==> config.mk <==
export PLATFORM = sky130hd
export DESIGN_NAME = puf_eval_ctrl
export DESIGN_NICKNAME = d
export VERILOG_FILES = /design/src/rtl/puf_pkg.sv /design/src/rtl/puf_bit_vote.sv /design/src/rtl/puf_eval_ctrl.sv
export SDC_FILE = /design/constraint.sdc
export NUM_CORES = 1
export LEC_CHECK = 0
export BUFFER_PORTS_ARGS = -buffer_cell sky130_fd_sc_hd__buf_2
export CAP_MARGIN = 40
export CORE_ASPECT_RATIO = 0.6
export CORE_MARGIN = 2
export CORE_UTILIZATION = 45
export CTS_CLUSTER_DIAMETER = 200
export DETAILED_ROUTE_END_ITERATION = 16
export PLACE_DENSITY = 0.62
export REMOVE_ABC_BUFFERS = 1
export SYNTH_ARGS = -nofsm -noshare
export SYNTH_HDL_FRONTEND = slang
export SYNTH_SLANG_ARGS = --single-unit
export TNS_END_PERCENT = 30
==> constraint.sdc <==
create_clock -name clk -period 3.6 [get_ports clk]
set_clock_uncertainty 0.15 [all_clocks]
set_input_delay 0.9 -clock clk [delete_from_list [all_inputs] [get_ports clk]]
set_output_delay 0.9 -clock clk [all_outputs]
set_load 0.01 [all_outputs]
==> src/rtl/puf_pkg.sv <==
// rtl/puf_pkg.sv - shared types, constants and width helpers for the PUF evaluation controller
//
// Purpose: FSM state encoding, the fixed LOW phase length and the width
// derivations used by puf_eval_ctrl and puf_bit_vote.
// Ports: none (package).

package puf_pkg;

  typedef enum logic [1:0] {
    IDLE = 2'd0,
    LOW  = 2'd1,
    HIGH = 2'd2,
    DONE = 2'd3
  } state_e;

  // Cycles start is held low before each evaluation pulse.
  localparam int unsigned LOW_CYCLES = 2;

  // Ceiling log2; returns 0 for value <= 1.
  function automatic int unsigned clog2(input int unsigned value);
    int unsigned result;
    result = 0;
    while ((32'd1 << result) < value) begin
      result = result + 1;
    end
    return result;
  endfunction

  // A ones-counter must hold 0..repeats inclusive.
  function automatic int unsigned vote_cnt_w(input int unsigned repeats);
    int unsigned w;
    w = clog2(repeats + 1);
    return (w < 1) ? 1 : w;
  endfunction

  // Counter width for a counter that counts 0..count-1, never narrower than 1.
  function automatic int unsigned cnt_w(input int unsigned count);
    int unsigned w;
    w = clog2(count);
    return (w < 1) ? 1 : w;
  endfunction

endpackage

==> src/rtl/puf_bit_vote.sv <==
// rtl/puf_bit_vote.sv - per-bit response synchroniser, ones-counter and majority/stability vote
//
// Purpose: one instance per PUF response bit. The asynchronous arbiter output
// is brought into the clk domain with two flops, then counted on each sample
// strobe. Vote outputs are combinational.
// Ports:
//   clk, rst        clock, synchronous active-high reset
//   response_i      raw arbiter bit, asynchronous to clk
//   clear_i         zero the ones-counter (new request)
//   sample_i        add the synchronised bit to the ones-counter
//   majority_o      count > REPEATS/2
//   stable_o        count is 0 or REPEATS

module puf_bit_vote
  import puf_pkg::*;
#(
  parameter int unsigned REPEATS = 7
) (
  input  logic clk,
  input  logic rst,
  input  logic response_i,
  input  logic clear_i,
  input  logic sample_i,
  output logic majority_o,
  output logic stable_o
);

  localparam int unsigned CNT_W = vote_cnt_w(REPEATS);
  localparam logic [CNT_W-1:0] HALF = CNT_W'(REPEATS / 2);
  localparam logic [CNT_W-1:0] FULL = CNT_W'(REPEATS);

  logic [1:0]       sync_q;
  logic [CNT_W-1:0] cnt_q;
  logic [CNT_W-1:0] cnt_d;

  always_comb begin
    cnt_d = cnt_q;
    if (clear_i) begin
      cnt_d = '0;
    end else if (sample_i) begin
      cnt_d = cnt_q + CNT_W'(sync_q[1]);
    end
  end

  always_ff @(posedge clk) begin
    if (rst) begin
      sync_q <= '0;
      cnt_q  <= '0;
    end else begin
      sync_q <= {sync_q[0], response_i};
      cnt_q  <= cnt_d;
    end
  end

  // Vote on the next-state count so the final sample, taken on the same edge
  // that enters DONE, is already included when the top registers the result.
  assign majority_o = (cnt_d > HALF);
  assign stable_o   = (cnt_d == '0) || (cnt_d == FULL);

endmodule

==> src/rtl/puf_eval_ctrl.sv <==
// rtl/puf_eval_ctrl.sv - arbiter PUF challenge sequencer with repeated evaluation and majority vote
//
// Purpose: accepts a challenge pair, drives the PUF with REPEATS start pulses
// of SETTLE cycles separated by LOW_CYCLES lows, samples the synchronised
// response at the end of each pulse, and returns the majority-voted response
// with a per-bit stability mask.
// Ports:
//   clk, rst                         clock, synchronous active-high reset
//   req_valid/req_ready              request handshake (ready only in IDLE)
//   req_challenge1/req_challenge2    challenge operands, N bits each
//   challenge1/challenge2            latched operands to the PUF
//   start                            registered evaluation launch to the PUF
//   response                         2N arbiter outputs, asynchronous to clk
//   rsp_valid/rsp_ready              result handshake
//   rsp_data                         majority-voted response
//   rsp_stable                       bit set when all samples of that bit agreed
//   busy                             high whenever not IDLE

module puf_eval_ctrl
  import puf_pkg::*;
#(
  parameter int unsigned N       = 4,
  parameter int unsigned SETTLE  = 16,
  parameter int unsigned REPEATS = 7
) (
  input  logic           clk,
  input  logic           rst,
  input  logic           req_valid,
  output logic           req_ready,
  input  logic [N-1:0]   req_challenge1,
  input  logic [N-1:0]   req_challenge2,
  output logic [N-1:0]   challenge1,
  output logic [N-1:0]   challenge2,
  output logic           start,
  input  logic [2*N-1:0] response,
  output logic           rsp_valid,
  input  logic           rsp_ready,
  output logic [2*N-1:0] rsp_data,
  output logic [2*N-1:0] rsp_stable,
  output logic           busy
);

  localparam int unsigned W     = 2 * N;
  localparam int unsigned CYC_W = cnt_w((SETTLE > LOW_CYCLES) ? SETTLE : LOW_CYCLES);
  localparam int unsigned REP_W = cnt_w(REPEATS);

  localparam logic [CYC_W-1:0] LOW_LAST  = CYC_W'(LOW_CYCLES - 1);
  localparam logic [CYC_W-1:0] HIGH_LAST = CYC_W'(SETTLE - 1);
  localparam logic [REP_W-1:0] REP_LAST  = REP_W'(REPEATS - 1);

  state_e           state_q, state_d;
  logic [CYC_W-1:0] cyc_q, cyc_d;
  logic [REP_W-1:0] rep_q, rep_d;
  logic [N-1:0]     ch1_q, ch2_q;
  logic             start_q;
  logic             rsp_valid_q;
  logic [W-1:0]     rsp_data_q, rsp_stable_q;

  logic             accept;
  logic             vote_clear;
  logic             vote_sample;
  logic             enter_done;
  logic [W-1:0]     vote_maj;
  logic [W-1:0]     vote_stb;

  assign accept = req_valid && (state_q == IDLE);

  always_comb begin
    state_d     = state_q;
    cyc_d       = cyc_q;
    rep_d       = rep_q;
    vote_clear  = 1'b0;
    vote_sample = 1'b0;
    unique case (state_q)
      IDLE: begin
        if (req_valid) begin
          state_d    = LOW;
          cyc_d      = '0;
          rep_d      = '0;
          vote_clear = 1'b1;
        end
      end
      LOW: begin
        if (cyc_q == LOW_LAST) begin
          state_d = HIGH;
          cyc_d   = '0;
        end else begin
          cyc_d = cyc_q + 1'b1;
        end
      end
      HIGH: begin
        if (cyc_q == HIGH_LAST) begin
          vote_sample = 1'b1;
          cyc_d       = '0;
          if (rep_q == REP_LAST) begin
            state_d = DONE;
          end else begin
            rep_d   = rep_q + 1'b1;
            state_d = LOW;
          end
        end else begin
          cyc_d = cyc_q + 1'b1;
        end
      end
      DONE: begin
        if (rsp_ready) begin
          state_d = IDLE;
        end
      end
      default: state_d = IDLE;
    endcase
  end

  assign enter_done = (state_q == HIGH) && (state_d == DONE);

  always_ff @(posedge clk) begin
    if (rst) begin
      state_q      <= IDLE;
      cyc_q        <= '0;
      rep_q        <= '0;
      ch1_q        <= '0;
      ch2_q        <= '0;
      start_q      <= 1'b0;
      rsp_valid_q  <= 1'b0;
      rsp_data_q   <= '0;
      rsp_stable_q <= '0;
    end else begin
      state_q <= state_d;
      cyc_q   <= cyc_d;
      rep_q   <= rep_d;
      if (accept) begin
        ch1_q <= req_challenge1;
        ch2_q <= req_challenge2;
      end
      // Registered from next state so start and rsp_valid are glitch-free and
      // line up with the state they belong to.
      start_q     <= (state_d == HIGH);
      rsp_valid_q <= (state_d == DONE);
      if (enter_done) begin
        rsp_data_q   <= vote_maj;
        rsp_stable_q <= vote_stb;
      end
    end
  end

  for (genvar i = 0; i < W; i++) begin : g_bit
    puf_bit_vote #(
      .REPEATS (REPEATS)
    ) u_vote (
      .clk        (clk),
      .rst        (rst),
      .response_i (response[i]),
      .clear_i    (vote_clear),
      .sample_i   (vote_sample),
      .majority_o (vote_maj[i]),
      .stable_o   (vote_stb[i])
    );
  end

  assign req_ready  = (state_q == IDLE);
  assign busy       = (state_q != IDLE);
  assign challenge1 = ch1_q;
  assign challenge2 = ch2_q;
  assign start      = start_q;
  assign rsp_valid  = rsp_valid_q;
  assign rsp_data   = rsp_data_q;
  assign rsp_stable = rsp_stable_q;

endmodule

==> results of run 1 <==
==> layout by cell type, fill, tap and decap left out, types with 3 or more instances in the layout <==
cell type and instances:
a211oi_1 10, a21oi_1 28, a31oi_1 10, and3_1 8
buf_2 47, buf_4 6, clkbuf_16 9, dfxtp_1 75
ha_1 26, inv_1 14, mux2_2 6, nand2_1 64
nand2b_1 3, nand3_1 13, nor2_1 19, nor2b_1 29
nor3_1 26, o21ai_0 3, or3_1 8, xor2_1 16
==> final timing paths <==
kind / cells past startpoint / to / slack [ns]
max: 7 / rsp_data[3] / 0.80
min: 1 / g_bit[1].u_vote.sync_q[1] / 0.28
max reg2reg: 7 / rsp_data[3] / 0.80
min reg2reg: 1 / g_bit[1].u_vote.sync_q[1] / 0.28
==> state kept, by name, summed over array words and instances, names as in the netlist <==
register,count
g_bit.u_vote.cnt_q,24
g_bit.u_vote.sync_q,16
rsp_data,8
rsp_stable,8
challenge1,4
challenge2,4
cyc_q,4
rep_q,3
state_q,2
rsp_valid,1
start,1
==> metrics by stage <==
stage,hold WS [ns],setup slack (ns),power (mW)
after floorplan,0.2638,1.032,0.9296
after global placement,0.2680,0.8958,0.9725
after detailed placement,0.2747,0.8422,0.9747
after CTS,0.2879,0.8110,1.958
after global routing,0.2997,0.6539,2.011
final,0.2825,0.7982,1.939
==> kinds of logic (layout without fill, tap and decap cells) <==
logic type	after synthesis	after routing	share of synthesized area [%]
buffers and inverters	34	83	4.278
muxes	9	9	3.041
AOI/OAI and AO/OA	59	59	10.64
DFF	75	75	42.43
and+or+nand+nor	183	183	25.95
xor gates and xnor gates	18	18	4.455
adders and majority gates	26	26	9.194
==> report_power, final <==
group,switching [mW],internal [mW]
sequential,0.00779,0.847
combinational,0.0597,0.0418
clock,0.339,0.643
==> metal layers <==
metal | track usage (%) | routed length [um]
met3 | 6.641 | 367
met2 | 27.75 | 3153
met1 | 26.15 | 3953
met5 | 0 | 0
met4 | 5.026 | 63
==> area by class of cell <==
class                   instances  area, um^2
clock inverters                 4       72.57
clock buffers                  12       256.5
repair buffers                 53       280.3
fillers                       711        3268
inverters                      14       52.55
multi-input cells             295        1886
flip-flops and latches         75        1501
well taps                     104       130.1
==> critical path, stage by stage (launching register included) <==
cell and delay, ns:
dfxtp_1 0.43, inv_1 0.11, ha_1 0.28, or2_0 0.25
a2bb2oi_1 0.17, a311oi_4 0.53, nand3b_4 0.40, mux2_2 0.37
==> flow_summary.ini, run 1 <==
[cts]
postCtsResizedCells = 0
path_clk_slew_ns = 0.06
cts_buffer_depth = 2
clock_latency_ns = 0.33
post_cts_buffers = 0
cts_max_level = 3
cts.sinks = 75
cts_tree = built
ctsRootBufferMaster = clkbuf_16
hold_buffers = 0
cts_made_buffers = 9

[synth]
synth.avg_cell_area_um2 = 8.758
synth_top_area_share_pct = 42.43
synth.most_common_cell = dfxtp_1
synthCells = 404
netlist_area_um2 = 3538
ys_ff_latch = 75
synth_edf_count = 0
yosys_warnings = 0
synth_cell_types = 44
synth_flop_cell = dfxtp_1
synth_top_area_cell = dfxtp_1
netlist_top_cells_area = dfxtp_1 (42%), ha_1 (9.2%), nand2_1 (6.8%)
async_reset_ff_share_pct = 0
yosys-top-cells-count = dfxtp_1 (75), nand2_1 (64), nor2b_1 (29)
seq_area_frac_synth_pct = 42.43

[worst_hold_path]
min_path_type = flop to flop
hold_start = g_bit[1].u_vote.sync_q[0]

[worst_setup_path]
crit_fanout = 16
r2r_start = state_q[0]
arrival_ns = 2.87
end_kind = flop
required_ns = 3.67
critical_path.startpoint_type = flop
crit_start = state_q[0]
critPathKind = flop to flop

[placement]
detailed_place_hpwl_um = 5049
place.gp.congestion = 0.8360
io_buffer_count = 47
dp_cells = 541
placed_cell_area_um2 = 3850

[final_layout]
final_cells = 557
final_util_pct = 56.12
drive_gt1_share_pct = 17.88
antenna_cells = 0
area_delta_synth_final_pct = 18.10
nNetsFinal = 494
final_cell_area_um2 = 4179

[power_and_ir_drop]
power_density_nw_per_um2 = 463.9
leakage_nw = 1.861
peakVddDrop_mv = 0.2750

[route]
route.detailed.wl_per_inst_um = 13.53
wirelength_um = 7538
dr.pass1.iters = 4
vias_per_cell = 5.068
drc_errors = 0
ant_nets = 0
first_iter_violations = 167
vias = 2823

[floorplanning]
fp.coreArea_um2 = 7447
die_w_um = 118.5
die_h_um = 72.69
initial_core_util_pct = 47.51
die_area_um2 = 8611
rows = 24
ios = 48

[sta]
relSlewSlack_pct = 51.43
hold_violations = 0
worstMarginPinSlew_ns = 0.7285
rsz0062_at_grt = false
fin_crit_sh_pct = 77.83
fin_setup_tns_ns = 0
finalSetupViolations = 0
period_needed_ns = 2.802
drv_slew = 0
max_freq_ghz = 0.3569

[global_routing]
track_usage_pct = 18.77
grt_pass1_vias = 2606
antenna_found_initial = 0
grt_pass1_wl_um = 12650
grt.overflow.total = 0
grt_max_degree = 50

[run_status]
status = completed

[flow_run]
maxCapViolCount = 0
(Power assumes the default switching activity.)
==> run 2, diff against run 1 <==
- clock period: 3.6 -> 2.8 ns (I/O delays scaled with it)
==> flow_summary.ini, run 2 (synthesis gave the netlist of run 1 again) <==
[run_status]
status = completed

[cts]
cts_made_buffers = 9
cts_max_level = 3
cts.sinks = 75
cts_tree = built
path_clk_slew_ns = 0.06
ctsRootBufferMaster = clkbuf_16
cts_buffer_depth = 2
postCtsResizedCells = 0
clock_latency_ns = 0.33
hold_buffers = 0
post_cts_buffers = 0

[sta]
rsz0062_at_grt = false
period_needed_ns = 2.505
worstMarginPinSlew_ns = 0.4934
relSlewSlack_pct = 66.25
max_freq_ghz = 0.3992
setup_slack_ns = 0.2947
fin_setup_tns_ns = 0
finalSetupViolations = 0
hold_violations = 0
fin_crit_sh_pct = 89.47
drv_slew = 0

[final_layout]
regMostFlops = g_bit.u_vote.cnt_q
area_delta_synth_final_pct = 19.27
drive_gt1_share_pct = 18.28
fillers = 704
nNetsFinal = 495
antenna_cells = 0
largest_register_ffs = 24
seq_area_um2 = 1501
top_regs = g_bit.u_vote.cnt_q x24, g_bit.u_vote.sync_q x16
multi_input_area_um2 = 1886
mostFrequentLayoutCell = dfxtp_1
final_cell_mix = dfxtp_1 (75), nand2_1 (64), buf_2 (47)

[flow_run]
maxCapViolCount = 0

[worst_setup_path]
critPathMaxStageDelay_ns = 0.44
end_kind = flop
crit_fanout = 16
arrival_ns = 2.57
critPathKind = flop to flop
worstPathCellList = inv_1 > ha_1 > or2_0 > a2bb2oi_1 > a311oi_4 > nand3b_4 > mux2_2
critical_path.startpoint_type = flop
required_ns = 2.87
cp_slowest_cell = dfxtp_1

[floorplanning]
die_area_um2 = 8611
fp.coreArea_um2 = 7447
die_h_um = 72.69
ios = 48
die_w_um = 118.5
rows = 24
initial_core_util_pct = 47.51

[route]
wirelength_um = 7366
vias = 2778
vias_per_cell = 4.978
dr.pass1.iters = 4
drc_errors = 0
ant_nets = 0
first_iter_violations = 150
route.detailed.wl_per_inst_um = 13.20

[placement]
io_buffer_count = 47
dp_slack_ns = 0.2890
detailed_place_hpwl_um = 5052
place.gp.congestion = 0.8771

[power_and_ir_drop]
power_density_nw_per_um2 = 609.7
power_frac_comb_pct = 5.1
p_sw_share_pct = 20.78
peakVddDrop_mv = 0.3349
clock_power_share_pct = 52.2
total_power_mw = 2.573
p_switching_mw = 0.5348
intPower_mw = 2.038
leakage_nw = 1.878
seq_power_share_pct = 42.7

[worst_hold_path]
min_path_type = flop to flop

[global_routing]
track_usage_pct = 18.13
grt_pass1_wl_um = 12350
antenna_found_initial = 0
grt.overflow.total = 0
grt_max_degree = 36
grt_pass1_vias = 2661
## run 2: cell types whose count changed in the layout (fill, tap and decap cells not counted), sizes merged
cell / before / now
bufinv: 2 / 3
clkbuf: 12 / 10
buf: 53 / 54
inv: 14 / 15
## run 2: path summary, 6_finish.rpt
| kind | startpoint | cells past startpoint | slack [ns] | end |
|---|---|---|---|---|
| setup / recovery | state_q[0] | 7 | 0.29 | rsp_data[6] |
| setup reg to reg | state_q[0] | 7 | 0.29 | rsp_data[6] |
| hold / removal | g_bit[3].u_vote.sync_q[0] | 1 | 0.28 | g_bit[3].u_vote.sync_q[1] |
| hold reg to reg | g_bit[3].u_vote.sync_q[0] | 1 | 0.28 | g_bit[3].u_vote.sync_q[1] |
## run 2: area by class of cell
type	instances	share of cell area, %
flip-flops and latches	75	35.58
clock buffers	10	5.663
inverters	14	1.245
clock inverters	6	2.639
repair buffers	54	7.115
well taps	104	3.083
multi-input cells	295	44.68
## run 2: power by group through the flow
stage | Combinational (mW) | Clock, mW | Sequential, mW
floorplan | 0.0711 | 0 | 1.12
global placement | 0.128 | 0 | 1.12
detailed placement | 0.131 | 0 | 1.12
CTS | 0.132 | 1.37 | 1.10
global route | 0.148 | 1.42 | 1.10
finish | 0.131 | 1.34 | 1.10
## run 2: metrics by stage
stage | cell area (um^2) | utilization [%] | hold WS, ns | cells
6_report | 4220 | 56.67 | 0.2837 | 558
5_1_grt | 4220 | 56.67 | 0.3046 | 558
4_1_cts | 4220 | 56.67 | 0.2923 | 558
3_5_place_dp | 3870 | 51.97 | 0.2783 | 542
3_3_place_gp | 3870 | 51.97 | 0.2681 | 542
2_1_floorplan | 3440 | - | 0.2638 | 384
## run 2: routing by layer
metal  wire, um  GRT usage, %
met1       3765         23.63
met2       3210         29.22
met3        341         6.094
met4         49         4.894
met5          0             0
## run 2: critical path: cells and delay by family (launching register included)
family	cells	cell delay (ns)
AO/OA/AOI/OAI	2	0.44
adder cells (fa/ha/maj)	1	0.28
buffers and inverters	1	0.12
flip-flops	1	0.44
multiplexers	1	0.37
AND/OR/NAND/NOR	2	0.59
==> run 3, diff against run 2 <==
- ABC_AREA: default -> 1
- CORE_UTILIZATION: 45 -> 57
- PLACE_DENSITY: 0.62 -> 0.76
==> flow_summary.ini, run 3 <==
[floorplanning]
die_area_um2 = 7110
die_w_um = 107.5
rows = 22
initial_core_util_pct = 59.46
ios = 48
die_h_um = 66.12
fp.coreArea_um2 = 6166

[sta]
rsz0062_at_grt = false
period_needed_ns = 2.322
fin_setup_tns_ns = 0
max_freq_ghz = 0.4307
fin_crit_sh_pct = 82.93
finalSetupViolations = 0
hold_violations = 0
setup_slack_ns = 0.4779
relSlewSlack_pct = 47.70
drv_slew = 0
worstMarginPinSlew_ns = 0.7837

[cts]
ctsRootBufferMaster = clkbuf_8
cts.sinks = 75
cts_buffer_depth = 2
cts_made_buffers = 9
path_clk_slew_ns = 0.07
postCtsResizedCells = 0
cts_tree = built
hold_buffers = 0
post_cts_buffers = 0
clock_latency_ns = 0.35
cts_max_level = 3

[synth]
synth_cell_types = 34
synth.avg_cell_area_um2 = 7.091
synth_flop_cell = dfxtp_1
synth.most_common_cell = nand2_1
synthCells = 517
ys_ff_latch = 75
netlist_top_cells_area = dfxtp_1 (41%), nand2_1 (14%), nor2_1 (11%)
netlist_area_um2 = 3666
synth_top_area_share_pct = 40.96
async_reset_ff_share_pct = 0
yosys_warnings = 0
yosys-top-cells-count = nand2_1 (132), nor2_1 (110), dfxtp_1 (75)
synth_edf_count = 0
seq_area_frac_synth_pct = 40.96
synth_top_area_cell = dfxtp_1

[worst_setup_path]
cp_slowest_cell = nor2_4
worstPathCellList = inv_1 > ha_1 > inv_2 > nor2_8 > nand2_2 > o211ai_2 > nand2_4 > nor2_4 > nand2_1 > nand2_1 > nor2_1
arrival_ns = 2.42
critical_path.startpoint_type = flop
critPathKind = flop to flop
end_kind = flop
required_ns = 2.90
path_common_cell = nand2_1
critPathMaxStageDelay_ns = 0.39
crit_fanout = 20

[route]
dr.pass1.iters = 4
ant_nets = 0
first_iter_violations = 226
wirelength_um = 7383
vias = 3101
vias_per_cell = 4.771
drc_errors = 0
route.detailed.wl_per_inst_um = 11.36

[run_status]
status = completed

[final_layout]
nNetsFinal = 607
largest_register_ffs = 24
area_delta_synth_final_pct = 12.35
regMostFlops = g_bit.u_vote.cnt_q
antenna_cells = 0
drive_gt1_share_pct = 13.60
top_regs = g_bit.u_vote.cnt_q x24, g_bit.u_vote.sync_q x16
final_cells = 650
final_cell_mix = nand2_1 (132), nor2_1 (110), dfxtp_1 (75)
mostFrequentLayoutCell = nand2_1

[power_and_ir_drop]
power_density_nw_per_um2 = 501.2
leakage_nw = 2.128
peakVddDrop_mv = 0.3934

[worst_hold_path]
min_path_type = flop to flop

[global_routing]
grt_pass1_wl_um = 12350
grt.overflow.total = 0
antenna_found_initial = 0
grt_max_degree = 51
grt_pass1_vias = 2775
track_usage_pct = 22.69

[placement]
dp_cells = 634
io_buffer_count = 47
dp_slack_ns = 0.4996
detailed_place_hpwl_um = 5318
place.gp.congestion = 0.8837

[flow_run]
maxCapViolCount = 0
run 3: cell count changes in the layout (fill, tap and decap cells not counted), moves of 22 or more:
| cell | change |
|---|---|
| a21oi_1 | -22 |
| inv_1 | +55 |
| nand2_1 | +68 |
| nor2_1 | +91 |
| nor2b_1 | -29 |
| nor3_1 | -25 |
run 3: path summary, 6_finish.rpt:
| check | startpoint | to | slack, ns | cells after the start |
|---|---|---|---|---|
| setup / recovery | state_q[0] | rsp_data[3] | 0.48 | 11 |
| hold / removal | g_bit[1].u_vote.sync_q[0] | g_bit[1].u_vote.sync_q[1] | 0.25 | 2 |
| setup reg to reg | state_q[0] | rsp_data[3] | 0.48 | 11 |
| hold reg to reg | g_bit[1].u_vote.sync_q[0] | g_bit[1].u_vote.sync_q[1] | 0.25 | 2 |
run 3: cell type report:
type,count,area [um^2]
clock buffer,14,162.7
clock inverter,2,10.01
fill,561,2047
inverter,70,262.8
multi-input combinational,352,1797
sequential,75,1501
tap,84,105.1
timing repair buffer,53,280.3
run 3: logic make-up (layout without fill, tap and decap cells):
kind of cell | count (synthesis) | count (layout) | synth area share [%]
adder cells (fa/ha/maj) | 26 | 26 | 8.874
XOR/XNOR | 8 | 8 | 1.911
AND/OR/NAND/NOR | 283 | 283 | 32.36
AO/OA/AOI/OAI | 35 | 35 | 5.870
buffers and inverters | 90 | 139 | 10.03
flip-flops | 75 | 75 | 40.96
run 3: where the power goes:
part	internal [mW]	switching, mW
Sequential	1.10	0.0145
Combinational	0.0713	0.140
Clock	0.369	0.374
Total	1.54	0.529
run 3: critical path, delay by kind of cell (launching register included):
kind	cells	cell delay, ns
fa+ha+maj	1	0.35
flops	1	0.34
buf+inv	2	0.26
simple gates	7	1.01
compound gates	1	0.08
run 3: layer usage:
metal,vias to the layer above,track usage (%),wire length [um]
li1,1667,-,-
met1,1358,29.70,3762
met2,65,35.22,3137
met3,11,8.079,381
met4,0,7.051,101
met5,-,0,0
run 3: per-stage QoR:
stage	total power, mW	instance area, um^2	utilization (%)	hold slack [ns]
2_1_floorplan	1.264	3561	-	0.2383
5_1_grt	2.164	4119	66.80	0.2704
3_5_place_dp	1.346	3946	64.00	0.2445
4_1_cts	2.079	4119	66.80	0.2544
6_report	2.064	4119	66.80	0.2531
3_3_place_gp	1.342	3946	64.00	0.2389
